`config.mk`:
```
export PLATFORM = sky130hd
export DESIGN_NAME = lutram_stress_tester
export DESIGN_NICKNAME = d
export VERILOG_FILES = /design/src/rtl/lutram_stress_pkg.sv /design/src/rtl/lutram_stress_checker.sv /design/src/rtl/lutram_stress_tester.sv
export SDC_FILE = /design/constraint.sdc
export NUM_CORES = 1
export LEC_CHECK = 0
export ABC_AREA = 0
export BUFFER_PORTS_ARGS = -buffer_cell sky130_fd_sc_hd__buf_2
export CAP_MARGIN = 30
export CORE_MARGIN = 2
export CORE_UTILIZATION = 61
export CTS_CLUSTER_SIZE = 16
export DETAILED_ROUTE_END_ITERATION = 12
export GPL_TIMING_DRIVEN = 1
export PLACE_DENSITY = 0.92
export SLEW_MARGIN = 10
export SYNTH_ARGS = -nofsm -noshare
export SYNTH_HDL_FRONTEND = slang
export SYNTH_SLANG_ARGS = --single-unit
export TNS_END_PERCENT = 20
```
`constraint.sdc`:
```
create_clock -name clk -period 7.3 [get_ports clk]
set_clock_uncertainty 0.2 [all_clocks]
set_input_delay 1.46 -clock clk [delete_from_list [all_inputs] [get_ports clk]]
set_output_delay 1.46 -clock clk [all_outputs]
set_load 0.02 [all_outputs]
```
`src/rtl/lutram_stress_pkg.sv`:
```
// Shared types, constants and the test-pattern function for the LUTRAM
// stress tester. Imported by the tester top and its checker.
package lutram_stress_pkg;

    localparam int DATA_W     = 10;
    localparam int TILE_DEPTH = 16;

    typedef enum logic [2:0] {
        IDLE,
        WR0,
        RD0,
        WR1,
        RD1,
        DRAIN,
        DONE
    } state_e;

    // Pass 0 writes addr^seed; pass 1 writes its complement so every bit
    // of every word is exercised at both polarities.
    function automatic logic [DATA_W-1:0] pat(
        input logic [DATA_W-1:0] addr,
        input logic [DATA_W-1:0] seed,
        input logic              pass
    );
        logic [DATA_W-1:0] p;
        p = addr ^ seed;
        return pass ? ~p : p;
    endfunction

endpackage

```
`src/rtl/lutram_stress_checker.sv`:
```
// Read-back checker: captures one read per cycle, compares a cycle later,
// keeps a saturating mismatch count and the address of the first mismatch.
// Ports: clk, rst_n; clr_i clears results; cap_en_i/rdat_i/exp_i/addr_i
// form the capture stage; err_cnt_o, err_cnt_nxt_o (value after this edge),
// first_err_addr_o.
module lutram_stress_checker
    import lutram_stress_pkg::*;
#(
    parameter int ADDR_W = 4
) (
    input  logic              clk,
    input  logic              rst_n,
    input  logic              clr_i,
    input  logic              cap_en_i,
    input  logic [DATA_W-1:0] rdat_i,
    input  logic [DATA_W-1:0] exp_i,
    input  logic [ADDR_W-1:0] addr_i,
    output logic [15:0]       err_cnt_o,
    output logic [15:0]       err_cnt_nxt_o,
    output logic [ADDR_W-1:0] first_err_addr_o
);

    logic              vld_q;
    logic [DATA_W-1:0] rdat_q;
    logic [DATA_W-1:0] exp_q;
    logic [ADDR_W-1:0] addr_q;
    logic [15:0]       err_cnt_q;
    logic [15:0]       err_cnt_d;
    logic [ADDR_W-1:0] first_q;
    logic [ADDR_W-1:0] first_d;
    logic              mis;

    assign mis = vld_q && (rdat_q != exp_q);

    always_comb begin
        err_cnt_d = err_cnt_q;
        first_d   = first_q;
        if (clr_i) begin
            err_cnt_d = '0;
            first_d   = '0;
        end else if (mis) begin
            if (err_cnt_q != 16'hFFFF) begin
                err_cnt_d = err_cnt_q + 16'd1;
            end
            // A zero count means nothing has been recorded yet this test.
            if (err_cnt_q == 16'd0) begin
                first_d = addr_q;
            end
        end
    end

    always_ff @(posedge clk or negedge rst_n) begin
        if (!rst_n) begin
            vld_q     <= 1'b0;
            rdat_q    <= '0;
            exp_q     <= '0;
            addr_q    <= '0;
            err_cnt_q <= '0;
            first_q   <= '0;
        end else begin
            vld_q     <= cap_en_i;
            err_cnt_q <= err_cnt_d;
            first_q   <= first_d;
            if (cap_en_i) begin
                rdat_q <= rdat_i;
                exp_q  <= exp_i;
                addr_q <= addr_i;
            end
        end
    end

    assign err_cnt_o        = err_cnt_q;
    assign err_cnt_nxt_o    = err_cnt_d;
    assign first_err_addr_o = first_q;

endmodule

```
`src/rtl/lutram_stress_tester.sv`:
```
// Self-checking traffic generator for the LUTRAM capacity array.
// Ports: clk, rst_n, start/seed (accepted in IDLE); mem_addr/mem_we/
// mem_wdat (registered array port), mem_rdat (array read data);
// busy, done, pass_ok, err_cnt, first_err_addr (test status/results).
module lutram_stress_tester
    import lutram_stress_pkg::*;
#(
    parameter int LUTRAM16X10 = 314,
    parameter int ADDR_W =
        ($clog2(LUTRAM16X10 * TILE_DEPTH) < 4) ? 4
                                               : $clog2(LUTRAM16X10 * TILE_DEPTH)
) (
    input  logic              clk,
    input  logic              rst_n,
    input  logic              start,
    input  logic [DATA_W-1:0] seed,
    output logic [ADDR_W-1:0] mem_addr,
    output logic              mem_we,
    output logic [DATA_W-1:0] mem_wdat,
    input  logic [DATA_W-1:0] mem_rdat,
    output logic              busy,
    output logic              done,
    output logic              pass_ok,
    output logic [15:0]       err_cnt,
    output logic [ADDR_W-1:0] first_err_addr
);

    localparam int DEPTH = LUTRAM16X10 * TILE_DEPTH;
    localparam logic [ADDR_W-1:0] LAST = ADDR_W'(DEPTH - 1);

    state_e            state_q, state_d;
    logic [ADDR_W-1:0] cnt_q, cnt_d;
    logic [DATA_W-1:0] seed_q, seed_d;
    logic              pass_ok_q, pass_ok_d;
    logic              we_q, we_d;
    logic [ADDR_W-1:0] addr_q, addr_d;
    logic [DATA_W-1:0] wdat_q, wdat_d;
    logic              clr;
    logic              last;
    logic              wr_d, rw_d, pass_d;
    logic              cap_en;
    logic [DATA_W-1:0] cap_exp;
    logic [15:0]       err_cnt_nxt;

    assign last = (cnt_q == LAST);

    always_comb begin
        state_d   = state_q;
        cnt_d     = cnt_q;
        seed_d    = seed_q;
        pass_ok_d = pass_ok_q;
        clr       = 1'b0;
        unique case (state_q)
            IDLE: begin
                if (start) begin
                    state_d   = WR0;
                    cnt_d     = '0;
                    seed_d    = seed;
                    pass_ok_d = 1'b0;
                    clr       = 1'b1;
                end
            end
            WR0, RD0, WR1, RD1: begin
                cnt_d = last ? '0 : cnt_q + ADDR_W'(1);
                if (last) begin
                    unique case (state_q)
                        WR0:     state_d = RD0;
                        RD0:     state_d = WR1;
                        WR1:     state_d = RD1;
                        default: state_d = DRAIN;
                    endcase
                end
            end
            DRAIN: begin
                // Use the post-edge count so the final RD1 check is included.
                state_d   = DONE;
                pass_ok_d = (err_cnt_nxt == 16'd0);
            end
            DONE:    state_d = IDLE;
            default: state_d = IDLE;
        endcase
    end

    // Array port is computed from next-state values so it leaves flops.
    always_comb begin
        wr_d   = (state_d == WR0) || (state_d == WR1);
        rw_d   = wr_d || (state_d == RD0) || (state_d == RD1);
        pass_d = (state_d == WR1) || (state_d == RD1);
        we_d   = wr_d;
        addr_d = rw_d ? cnt_d : '0;
        wdat_d = wr_d ? pat(DATA_W'(cnt_d), seed_d, pass_d) : '0;
    end

    always_ff @(posedge clk or negedge rst_n) begin
        if (!rst_n) begin
            state_q   <= IDLE;
            cnt_q     <= '0;
            seed_q    <= '0;
            pass_ok_q <= 1'b0;
            we_q      <= 1'b0;
            addr_q    <= '0;
            wdat_q    <= '0;
        end else begin
            state_q   <= state_d;
            cnt_q     <= cnt_d;
            seed_q    <= seed_d;
            pass_ok_q <= pass_ok_d;
            we_q      <= we_d;
            addr_q    <= addr_d;
            wdat_q    <= wdat_d;
        end
    end

    assign cap_en  = (state_q == RD0) || (state_q == RD1);
    assign cap_exp = pat(DATA_W'(cnt_q), seed_q, state_q == RD1);

    lutram_stress_checker #(
        .ADDR_W (ADDR_W)
    ) u_chk (
        .clk              (clk),
        .rst_n            (rst_n),
        .clr_i            (clr),
        .cap_en_i         (cap_en),
        .rdat_i           (mem_rdat),
        .exp_i            (cap_exp),
        .addr_i           (cnt_q),
        .err_cnt_o        (err_cnt),
        .err_cnt_nxt_o    (err_cnt_nxt),
        .first_err_addr_o (first_err_addr)
    );

    assign mem_we   = we_q;
    assign mem_addr = addr_q;
    assign mem_wdat = wdat_q;
    assign busy     = (state_q != IDLE) && (state_q != DONE);
    assign done     = (state_q == DONE);
    assign pass_ok  = pass_ok_q;

endmodule

```
==> metrics <==
setup slack after placement about 3.5 ns; grt ovf 0; Final Cycle Share 46.9%; Mapped Area 5560 sq um; via count 4487; die height 99.5 um; highest ir drop seen on vdd 0.000150 V; maximum level of the CTS H-tree 4; count of unresolved DRC violations after routing 0; Achievable Freq a little under 300 MHz; Bufs on Longest Clock Path 2; measured slew at the worst slew-check pin ~0.83 ns; Die Span X between 90 and 100 um; clock buffer count from CTS 17; Syn Area/Cell between 10 and 15 sq um; time the worst path needs with I/O delays and setup approximately 3.4 ns; worst path arrival time between 1.5 and 2 ns; static power due to leakage between 3 and 4 nW; type of the tightest min-delay check reg2reg; gpl congestion around 0.98; HPWL reported at the end of detailed placement between 8000 and 9000 um; Cell Rows 34; total number of nets in the final design 642; Post-DRT Antenna Nets 0; most instantiated flip-flop cell in the synthesis netlist sky130_fd_sc_hd__dfrtp_1; Bufs and invs on worst path 2; Area growth, synth to finish 18.9%; headroom to the max-slew limit between 40% and 50%; effective utilization at floorplan between 60% and 70%; WL per Instance approximately 18 um; Total Negative Setup Slacks 0 ns; share of the yosys chip area belonging to registers approximately 51%; clock slew at the register clock pins of the worst setup and hold paths around 0.06 ns; clock tree from TritonCTS done; top post-synthesis cells by area sky130_fd_sc_hd__dfrtp_1 51%, sky130_fd_sc_hd__xnor2_1 6.6%, sky130_fd_sc_hd__nor2_1 4.9%, sky130_fd_sc_hd__mux2_2 4.7%, sky130_fd_sc_hd__xor2_1 3.5%; WL final about 14000 um; number of antenna violations at the first check in global routing 1; routed via count divided by cell count slightly above 6; standard cell with the maximum stage delay on the critical path sky130_fd_sc_hd__dfrtp_1; buffers added on ports 78; largest stage delay on the critical path around 0.50 ns; global-route usage over all layers between 20% and 30%; library cells used by synthesis 51; maximum number of pins on one net before global-route repair 81; cell family with the largest share of critical-path delay buffers and inverters; register bit count reported by yosys around 110; sequence of cells on the critical path inv_1 > and3_1 > buf_2; largest fanout on the critical path 13; final count of negative-setup-slack endpoints 0; unrepaired setup endpoints after global routing false; clk root buf sky130_fd_sc_hd__clkbuf_8; proportion of netlist area held by the largest area contributor approximately half; number of global-route vias before repair between 4000 and 5000; power per cell area between 200 and 250 nW/um^2; type of the worst setup path reg2out; CP endpoint kind output pin; gate count of the mapped netlist ~550; wire length of the first global-routing pass between 20000 and 25000 um; number of enable flip-flop cells after synthesis 0; post-CTS setup buffer count 0; total inserted antenna cells 0; clock insertion delay at the later pin of the skew report 0.52 ns; sinks on the clock net roughly 110; CTS Hold Bufs 0; count of endpoints failing hold in the final timing report 0; outcome complete, no violations; setup slack of the most critical reg-to-reg path 3.97 ns; async set or reset register ratio after synthesis between 90% and 100%; reported max-cap violation count 0; Iteration-0 DRC Markers 330; DIE AREA ~9900 sq um; num ports 79; Yosys warning total 0; fin. max-slew vios 0; leading area contributor after synthesis sky130_fd_sc_hd__dfrtp_1; required time of the worst setup path between 5 and 6 ns; post-cts gate resize count 0; core box area 8760 sq um; Total Power 1.53 mW; Mapped Nets ~580; fraction of layout cells with a size suffix above 1 a little under a quarter; least setup slack across all paths after layout approximately 3.9 ns; Detailed Routing Iterations Pass 1 5; critical path startpoint category flop
-- routing by layer --
metal	wire length (um)	share of wire [%]	global-route usage (%)
met5	13	0.095	0
met4	367	2.7	15.3
met3	923	6.8	5.90
met2	6750	50	43.7
met1	5560	41	36.9
-- per-stage QoR --
stage | std cells | cell area, sq um | util [%] | hold WS (ns)
CTS | 735 | 6560 | 74.8 | 0.316
global route | 737 | 6610 | 75.4 | 0.334
floorplan | 549 | 5560 | - | 0.280
detailed placement | 703 | 5980 | 68.3 | 0.307
finish | 737 | 6610 | 75.4 | 0.316
global placement | 702 | 5970 | 68.1 | 0.295
-- sequential cells by signal (all words and copies together), names as in the netlist --
signal / count
mem_we: 1
u_chk.vld_q: 1
u_chk.err_cnt_o: 16
mem_addr: 13
u_chk.rdat_q: 10
u_chk.exp_q: 10
cnt_q: 13
u_chk.addr_q: 13
u_chk.first_err_addr_o: 13
state_q: 3
pass_ok: 1
seed_q: 10
mem_wdat: 10
-- synthesized netlist by cell type (8+ instances only) --
cell and n:
sky130_fd_sc_hd__nor2_1 72, sky130_fd_sc_hd__a21o_1 8, sky130_fd_sc_hd__xnor2_1 42, sky130_fd_sc_hd__mux2i_1 18, sky130_fd_sc_hd__nand4_1 10, sky130_fd_sc_hd__a21oi_1 29
sky130_fd_sc_hd__o22ai_1 20, sky130_fd_sc_hd__buf_2 11, sky130_fd_sc_hd__nor3_1 8, sky130_fd_sc_hd__nand2_1 49, sky130_fd_sc_hd__mux2_2 23, sky130_fd_sc_hd__dfrtp_1 114
sky130_fd_sc_hd__nand3_1 15, sky130_fd_sc_hd__xor2_1 22, sky130_fd_sc_hd__clkbuf_1 23, sky130_fd_sc_hd__inv_1 11
-- cell families (layout without fill, tap and decap cells) --
family	count (synthesis)	count (layout)	share of synthesized area, %
buffers and inverters	47	127	3.42
AND/OR/NAND/NOR	195	195	17.0
flip-flops	114	114	51.3
XOR/XNOR	64	64	10.1
multiplexers	41	41	7.90
AO/OA/AOI/OAI	85	85	9.65
adder cells (fa/ha/maj)	3	3	0.675
-- final cells by class --
cell class,count,area [sq um]
clock buffers,17,414
clock inverters,15,159
fillers,561,2150
inverters,11,41.3
multi-input cells,388,2520
flip-flops and latches,114,2850
well taps,108,135
repair buffers,84,485
-- placed cells by master (no fill, tap or decap), drive strengths merged, types with 2 or more instances in the layout --
cell type	instances
inv	13
buf	84
o31ai	3
o21bai	2
nor2	72
clkinvlp	3
dfrtp	114
mux2	23
nor3	9
or2	4
o22ai	20
and2	2
nor4	7
clkbuf	17
or4	2
o21ai	7
a21o	8
a211oi	3
clkinv	8
a21oi	29
mux2i	18
bufinv	2
and3	8
nand3	15
a22o	2
xor2	22
nand4bb	2
and4	3
o21a	2
nand4	12
nand2b	4
ha	3
xnor2	42
a31oi	2
or3	4
nand2	49
-- where the power goes --
group	leakage [nW]	internal (mW)	switching (mW)	total [mW]
Sequential	1.40	0.646	0.0137	0.659
Clock	0.274	0.487	0.307	0.794
Combinational	1.55	0.0285	0.0492	0.0777
Total	3.22	1.16	0.370	1.53
-- worst paths after layout --
kind	startpoint	to	cells past startpoint
max in group asynchronous	rst_n	seed_q[9]	3
worst min-delay path	u_chk.addr_q[11]	u_chk.addr_q[11]	1
min in group asynchronous	rst_n	mem_addr[1]	1
worst min register to register	u_chk.addr_q[11]	u_chk.addr_q[11]	1
worst max-delay path	state_q[0]	done	3
worst max register to register	u_chk.err_cnt_o[0]	pass_ok	8
(Power assumes the default switching activity.)
